`config.mk`:
```
export PLATFORM = sky130hd
export DESIGN_NAME = serial_pair_tx
export DESIGN_NICKNAME = d
export VERILOG_FILES = /design/src/rtl/serial_pair_pkg.sv /design/src/rtl/serial_pair_shreg.sv /design/src/rtl/serial_pair_tx.sv
export SDC_FILE = /design/constraint.sdc
export NUM_CORES = 1
export LEC_CHECK = 0
export CAP_MARGIN = 20
export CORE_AREA = 2 2 55 57
export CTS_BUF_LIST = sky130_fd_sc_hd__clkbuf_16
export DETAILED_ROUTE_END_ITERATION = 16
export DIE_AREA = 0 0 57 59
export GPL_ROUTABILITY_DRIVEN = 0
export PLACE_DENSITY = 0.74
export SYNTH_ARGS = -nofsm -noshare
export SYNTH_HDL_FRONTEND = slang
export SYNTH_SLANG_ARGS = --single-unit
```
`constraint.sdc`:
```
create_clock -name CK -period 1.9 [get_ports CK]
set_input_delay 0.285 -clock CK [delete_from_list [all_inputs] [get_ports CK]]
set_output_delay 0.285 -clock CK [all_outputs]
set_load 0.005 [all_outputs]
```
`src/rtl/serial_pair_pkg.sv`:
```
// rtl/serial_pair_pkg.sv - shared types, defaults and sizing helper for serial_pair_tx
package serial_pair_pkg;

    typedef enum logic [1:0] {
        IDLE  = 2'd0,
        SHIFT = 2'd1,
        GAP   = 2'd2
    } state_t;

    localparam int DEF_WIDTH   = 8;
    localparam int DEF_GAP_CYC = 2;

    // Bits needed to hold any value 0..n.
    function automatic int cnt_width(input int n);
        return (n < 1) ? 1 : $clog2(n + 1);
    endfunction

endpackage

```
`src/rtl/serial_pair_shreg.sv`:
```
// rtl/serial_pair_shreg.sv - loadable right-shift register with hold, LSB presented as the serial bit
module serial_pair_shreg #(
    parameter int W = 8
) (
    input  logic         CK,
    input  logic         RN,
    input  logic         load,
    input  logic [W-1:0] din,
    input  logic         shift,
    output logic         lsb
);

    logic [W-1:0] q;

    // Zeros shift in at the top so the line idles low once the word is spent.
    always_ff @(posedge CK or negedge RN) begin
        if (!RN) begin
            q <= '0;
        end else if (load) begin
            q <= din;
        end else if (shift) begin
            q <= {1'b0, q[W-1:1]};
        end
    end

    assign lsb = q[0];

endmodule

```
`src/rtl/serial_pair_tx.sv`:
```
// rtl/serial_pair_tx.sv - two-line LSB-first serial transmitter with hold and inter-frame gap; SERIAL_PAIR_PARITY_EN adds an even-parity slot
module serial_pair_tx
    import serial_pair_pkg::*;
#(
    parameter int WIDTH   = DEF_WIDTH,
    parameter int GAP_CYC = DEF_GAP_CYC
) (
    input  logic             CK,
    input  logic             RN,
    input  logic             IN_VALID,
    output logic             IN_READY,
    input  logic [WIDTH-1:0] A,
    input  logic [WIDTH-1:0] B,
    input  logic             HOLD,
    output logic             LINE1,
    output logic             LINE2,
    output logic             FRAME,
    output logic             DONE,
    output logic             BUSY
);

`ifdef SERIAL_PAIR_PARITY_EN
    localparam int SLOTS = WIDTH + 1;
`else
    localparam int SLOTS = WIDTH;
`endif
    localparam int CW = cnt_width(WIDTH);
    localparam int GW = cnt_width(GAP_CYC);
    localparam logic [CW-1:0] LAST  = CW'(SLOTS - 1);
    localparam logic [GW-1:0] GLAST = GW'(GAP_CYC - 1);

    state_t          state, state_d;
    logic [CW-1:0]   cnt, cnt_d;
    logic [GW-1:0]   gcnt, gcnt_d;
    logic            done_d;
    logic            accept, advance;
    logic [SLOTS-1:0] a_word, b_word;

`ifdef SERIAL_PAIR_PARITY_EN
    // Parity rides as the top slot so it falls out of the shifter after the data.
    assign a_word = {^A, A};
    assign b_word = {^B, B};
`else
    assign a_word = A;
    assign b_word = B;
`endif

    assign accept   = (state == IDLE) && IN_VALID;
    assign advance  = (state == SHIFT) && !HOLD;
    assign IN_READY = (state == IDLE);

    always_ff @(posedge CK or negedge RN) begin
        if (!RN) begin
            state <= IDLE;
            cnt   <= '0;
            gcnt  <= '0;
            FRAME <= 1'b0;
            DONE  <= 1'b0;
            BUSY  <= 1'b0;
        end else begin
            state <= state_d;
            cnt   <= cnt_d;
            gcnt  <= gcnt_d;
            FRAME <= (state_d == SHIFT);
            DONE  <= done_d;
            BUSY  <= (state_d != IDLE);
        end
    end

    always_comb begin
        state_d = state;
        cnt_d   = cnt;
        gcnt_d  = gcnt;
        done_d  = 1'b0;
        unique case (state)
            IDLE: begin
                if (IN_VALID) begin
                    state_d = SHIFT;
                    cnt_d   = '0;
                end
            end
            SHIFT: begin
                if (!HOLD) begin
                    if (cnt == LAST) begin
                        state_d = GAP;
                        gcnt_d  = '0;
                        done_d  = 1'b1;
                    end else begin
                        cnt_d = cnt + CW'(1);
                    end
                end
            end
            GAP: begin
                if (gcnt == GLAST) begin
                    state_d = IDLE;
                end else begin
                    gcnt_d = gcnt + GW'(1);
                end
            end
            default: state_d = IDLE;
        endcase
    end

    serial_pair_shreg #(.W(SLOTS)) u_shreg_a (
        .CK    (CK),
        .RN    (RN),
        .load  (accept),
        .din   (a_word),
        .shift (advance),
        .lsb   (LINE1)
    );

    serial_pair_shreg #(.W(SLOTS)) u_shreg_b (
        .CK    (CK),
        .RN    (RN),
        .load  (accept),
        .din   (b_word),
        .shift (advance),
        .lsb   (LINE2)
    );

endmodule

```
[After elaboration in Yosys (flattened, before gate mapping)]
Index checks and enable logic that the tools add are counted.
Word-level totals
  bits in registers: 27
  word-level logic and storage cells: 50
Cells by class
  add/subtract/negate cells: 2
  equal/unequal tests: 10
  multiplexer cells: 20
  reductions and logical operators: 10
Operators with widths (count)
  8-bit 2-to-1 mux: 4
  2-bit 2-to-1 mux: 7
  4-bit 2-to-1 mux: 3
  2-bit != test, second input constant: 4
  4-bit case mux with 2 select lines: 1
  4-bit AND reduction: 2
  2-bit nonzero test: 4
  2-bit by 1-bit == test with 1-bit output, second input constant: 3
  2-bit case mux with 3 select lines: 1
  4-bit by 1-bit adder with 4-bit output, second input constant: 1
  4-bit by 3-bit == test with 1-bit output, second input constant: 1
  2-bit case mux with 2 select lines: 1
  1-bit 2-to-1 mux: 3
  2-bit by 1-bit adder with 2-bit output, second input constant: 1
  2-bit == test, second input constant: 1
  1-bit logical AND: 2
  2-bit zero test: 1
  2-bit by 1-bit != test with 1-bit output, second input constant: 1
  1-bit zero test: 1

[Longest topological paths before layout]
  depth in word-level cells: 5
  depth in mapped cells: 6
  mapped depth without buffers: 5

[Hierarchy]
Synthesis repeated with hierarchy kept, for this count alone.
Second synthesis, totals
  cells, all modules: 116
  area, all modules: 1275.0 µm²
By module, submodules not included
  serial_pair_shreg: times used 2, cells an instance 34, area an instance 369.1 µm², seq. area each 200.2 µm²
  serial_pair_tx: times used 1, cells an instance 48, area an instance 536.8 µm², seq. area each 275.3 µm²

[Least setup slack after synthesis]
No wires, ideal clock.
  path type: register to register
  start: register state[0]
  end: register cnt[1]
  arrival: 1343 ps
  data required time: 1775 ps
  slack: 433 ps
  stages on the path, launching flop included: 6
  period minus slack after synthesis: 1467 ps
  path through: dfrtp_1 -> buf_4 -> or3b_1 -> buf_6 -> nor2_1 -> mux2_2
On the way
  cells in the longest elaborated chain, start to end: 3
  elaborated cells between the ends (all ways): 8
  those cells by class: eq/ne (4); mux (1); reduce/logical (3)
RTL lines
  from (decl): RTL line serial_pair_tx.sv:32  | state_t state, state_d;
  from (signal assigned): RTL line serial_pair_tx.sv:61  | state <= state_d;
  2-bit by 1-bit == test with 1-bit output / 2-bit zero test (equally long branches): RTL line serial_pair_tx.sv:75  | unique case (state)
  2-bit != test (no source line) / 2-bit nonzero test (equally long branches)
  4-bit AND reduction (no source line)
  to (signal assigned): RTL line serial_pair_tx.sv:62  | cnt <= cnt_d;
  to (decl): RTL line serial_pair_tx.sv:33  | logic [CW-1:0] cnt, cnt_d;
Several ways; a longest one is shown, not always the timed one.
A chain may end at the register's enable or synchronous reset.

[Worst setup path after layout]
  start: register state[0]
  end: output port IN_READY
On the way
  cells in the longest elaborated chain, start to end: 1
RTL lines
  2-bit zero test: RTL line serial_pair_tx.sv:50  | assign IN_READY = (state == IDLE);
  to (decl): RTL line serial_pair_tx.sv:11  | output logic IN_READY,
Every way passes these cells.

==> metrics <==
YS warnings 0; TritonCTS buffer count 3; status completed; CTS max path bufs 2; Die Wd 57 um; register area share after synthesis 51.9%; CTS Sinks 27; DR pass1 iterations 4; Overall Power 0.00210 W; Yosys cell types 31; Avg WL per Cell 13.0 um; initial antenna violation count 0; setup TNS 0 ns; Worst-path clk slew 0.07 ns; met3 wire len 128 um; startpoint class of the critical path register; DR top layer met4; Initial Util 48.1%; row cnt 19; Die Span Y 59 um; Cell Pwr Density 1260 nW/um^2; critical path launch point state[0]; Worst VDD drop 0.000939 V; Ports 26; core area 2710 um^2; Antenna Nets Post-Route 0; most frequent cells in the layout 27 x dfrtp_1, 25 x clkdlybuf4s50_1, 17 x nand2_1; Worst Path Max Fanout 9; Critical Path, Cell by Cell nor2_1 -> clkdlybuf4s50_1; worst slew pin tran 0.333 ns; layout cells sized above 1 7.48%; met2 WL 1.08 mm; most common cell after layout, fill and taps aside dfrtp_1; Fin. Hold Viols 0; hold_buf cts 0; DRC Markers 0; DR vias 950; Worst EP arrival 1.37 ns; number of synthesized register bits 27; # resized after CTS 0; crit share post-route 87.1%; met1 WL 1.09 mm; Max stage delay cell, worst path clkdlybuf4s50_1; Worst-Skew Late Latency 0.26 ns; Post-CTS Setup Repair Bufs 0; clk root buf clkbuf_16; min cycle time layout 1.65 ns; WP data required 1.62 ns; Area growth syn-to-layout 28.4%; FILL cells 225; first-pass GRT wire length 4.06 mm; Final #Nets 170; Cell Area, Synth 1300 um^2; launching point of the worst reg2reg path state[0]; vias in the first global route 940; largest net degree at the start of global routing 32; CP peak stage delay 0.50 ns; H-tree depth 1; GRT overflow 0; GRT Util Overall 15.3%; die area 3360 um^2; worst relative slew slack 77.8%; Fmax 0.604 GHz; HP Class in2async; multi-input logic area 576 um^2; clock skew 0.00375 ns; Leak 0.739 nW; Cells after Synth 121; Setup crit end kind output pin; Synth Net Count 143; First DRT Iteration DRCs 50; Reg area 676 um^2; final WL 2.31 mm; IO Port Bufs 25; DP HPWL 1.64 mm; CP Class reg2out; unrepaired setup endpoints after global routing false; TritonCTS clock tree done; n_diodes 0; vias per inst 5.34; Hold Slack 0.393 ns; Avg Inst Size Synth 10.8 um^2; Max Cap Viol 0; Final Max Tran Viols 0; final setup vio count 0
report_power, final:
group | internal (W) | leakage (nW) | switching (W)
clock | 0.000286 | 0.0371 | 0.000190
combinational | 0.000389 | 0.355 | 0.000306
sequential | 0.000784 | 0.347 | 0.000144
final timing paths:
| check | endpoint | slack [ns] | cells after the start |
|---|---|---|---|
| setup / recovery | IN_READY | 0.25 | 2 |
| hold / removal | u_shreg_b.q[0] | 0.39 | 2 |
| setup reg to reg | u_shreg_a.q[0] | 0.34 | 4 |
| hold reg to reg | u_shreg_b.q[7] | 0.50 | 1 |
| max in group asynchronous | cnt[1] | 1.26 | 2 |
| min in group CK | u_shreg_b.q[7] | 0.50 | 1 |
per-stage QoR:
step,worst slack (ns),area [um^2],instances,utilization (%)
floorplan,0.433,1300,121,-
global placement,0.191,1590,174,58.7
detailed placement,0.123,1590,174,58.7
CTS,0.237,1670,178,61.7
global route,0.198,1670,178,61.7
finish,0.245,1670,178,61.7
sequential cells by signal (all words and copies together), names as in the netlist:
register and flops:
BUSY 1, u_shreg_a.q 8, cnt 4, DONE 1, FRAME 1, u_shreg_b.q 8
state 2, gcnt 2
routing by layer:
metal | vias up | global-route usage (%)
li1 | 472 | -
met1 | 453 | 19.9
met2 | 23 | 25.6
met3 | 2 | 4.80
met4 | 0 | 2.99
met5 | - | 0
worst max-delay path: cells and delay by family, from the launching register on:
family / cells / cell delay (ns)
buffers and inverters: 1 / 0.50
DFF: 1 / 0.48
and+or+nand+nor: 1 / 0.13
kinds of logic (layout without fill, tap and decap cells):
kind of cell,count (synthesis),count (layout),share of synthesized area (%)
compound gates,26,26,12.4
xor+xnor,1,1,0.673
fa+ha+maj,2,2,1.92
buf+inv,9,35,4.42
flops,27,27,51.9
mux,18,18,14.0
simple gates,38,38,14.7
synth_stat cells:
cell type  instances  area (um^2)
a2111oi_1          1         10.0
a211oi_1           2         15.0
a21o_1             1         7.51
a22o_1             3         26.3
a22oi_1            1         7.51
and3b_1            1         8.76
buf_2              1         5.00
buf_4              1         7.51
buf_6              1         11.3
buf_8              1         15.0
clkbuf_1           3         11.3
dfrtp_1           27          676
ha_1               2         25.0
inv_1              2         7.51
mux2_2             2         22.5
mux2i_1           16          160
nand2_1           17         63.8
nand2b_1           3         18.8
nand3_1            2         10.0
nand3b_1           1         7.51
nor2_1             6         22.5
nor2b_1            4         25.0
nor3_1             1         5.00
nor3b_2            1         12.5
nor4b_1            1         8.76
o211ai_1           1         7.51
o21ai_0            6         30.0
o21ai_1           10         50.1
o21bai_1           1         7.51
or3b_1             1         8.76
xnor2_1            1         8.76
layout make-up:
type | instances | area share (%)
flip-flops and latches | 27 | 40.4
multi-input cells | 85 | 34.4
repair buffers | 29 | 17.5
clock buffers | 3 | 4.49
well taps | 31 | 2.32
clock inverters | 1 | 0.449
inverters | 2 | 0.449
Note: power is estimated with default switching activity, not from simulation.
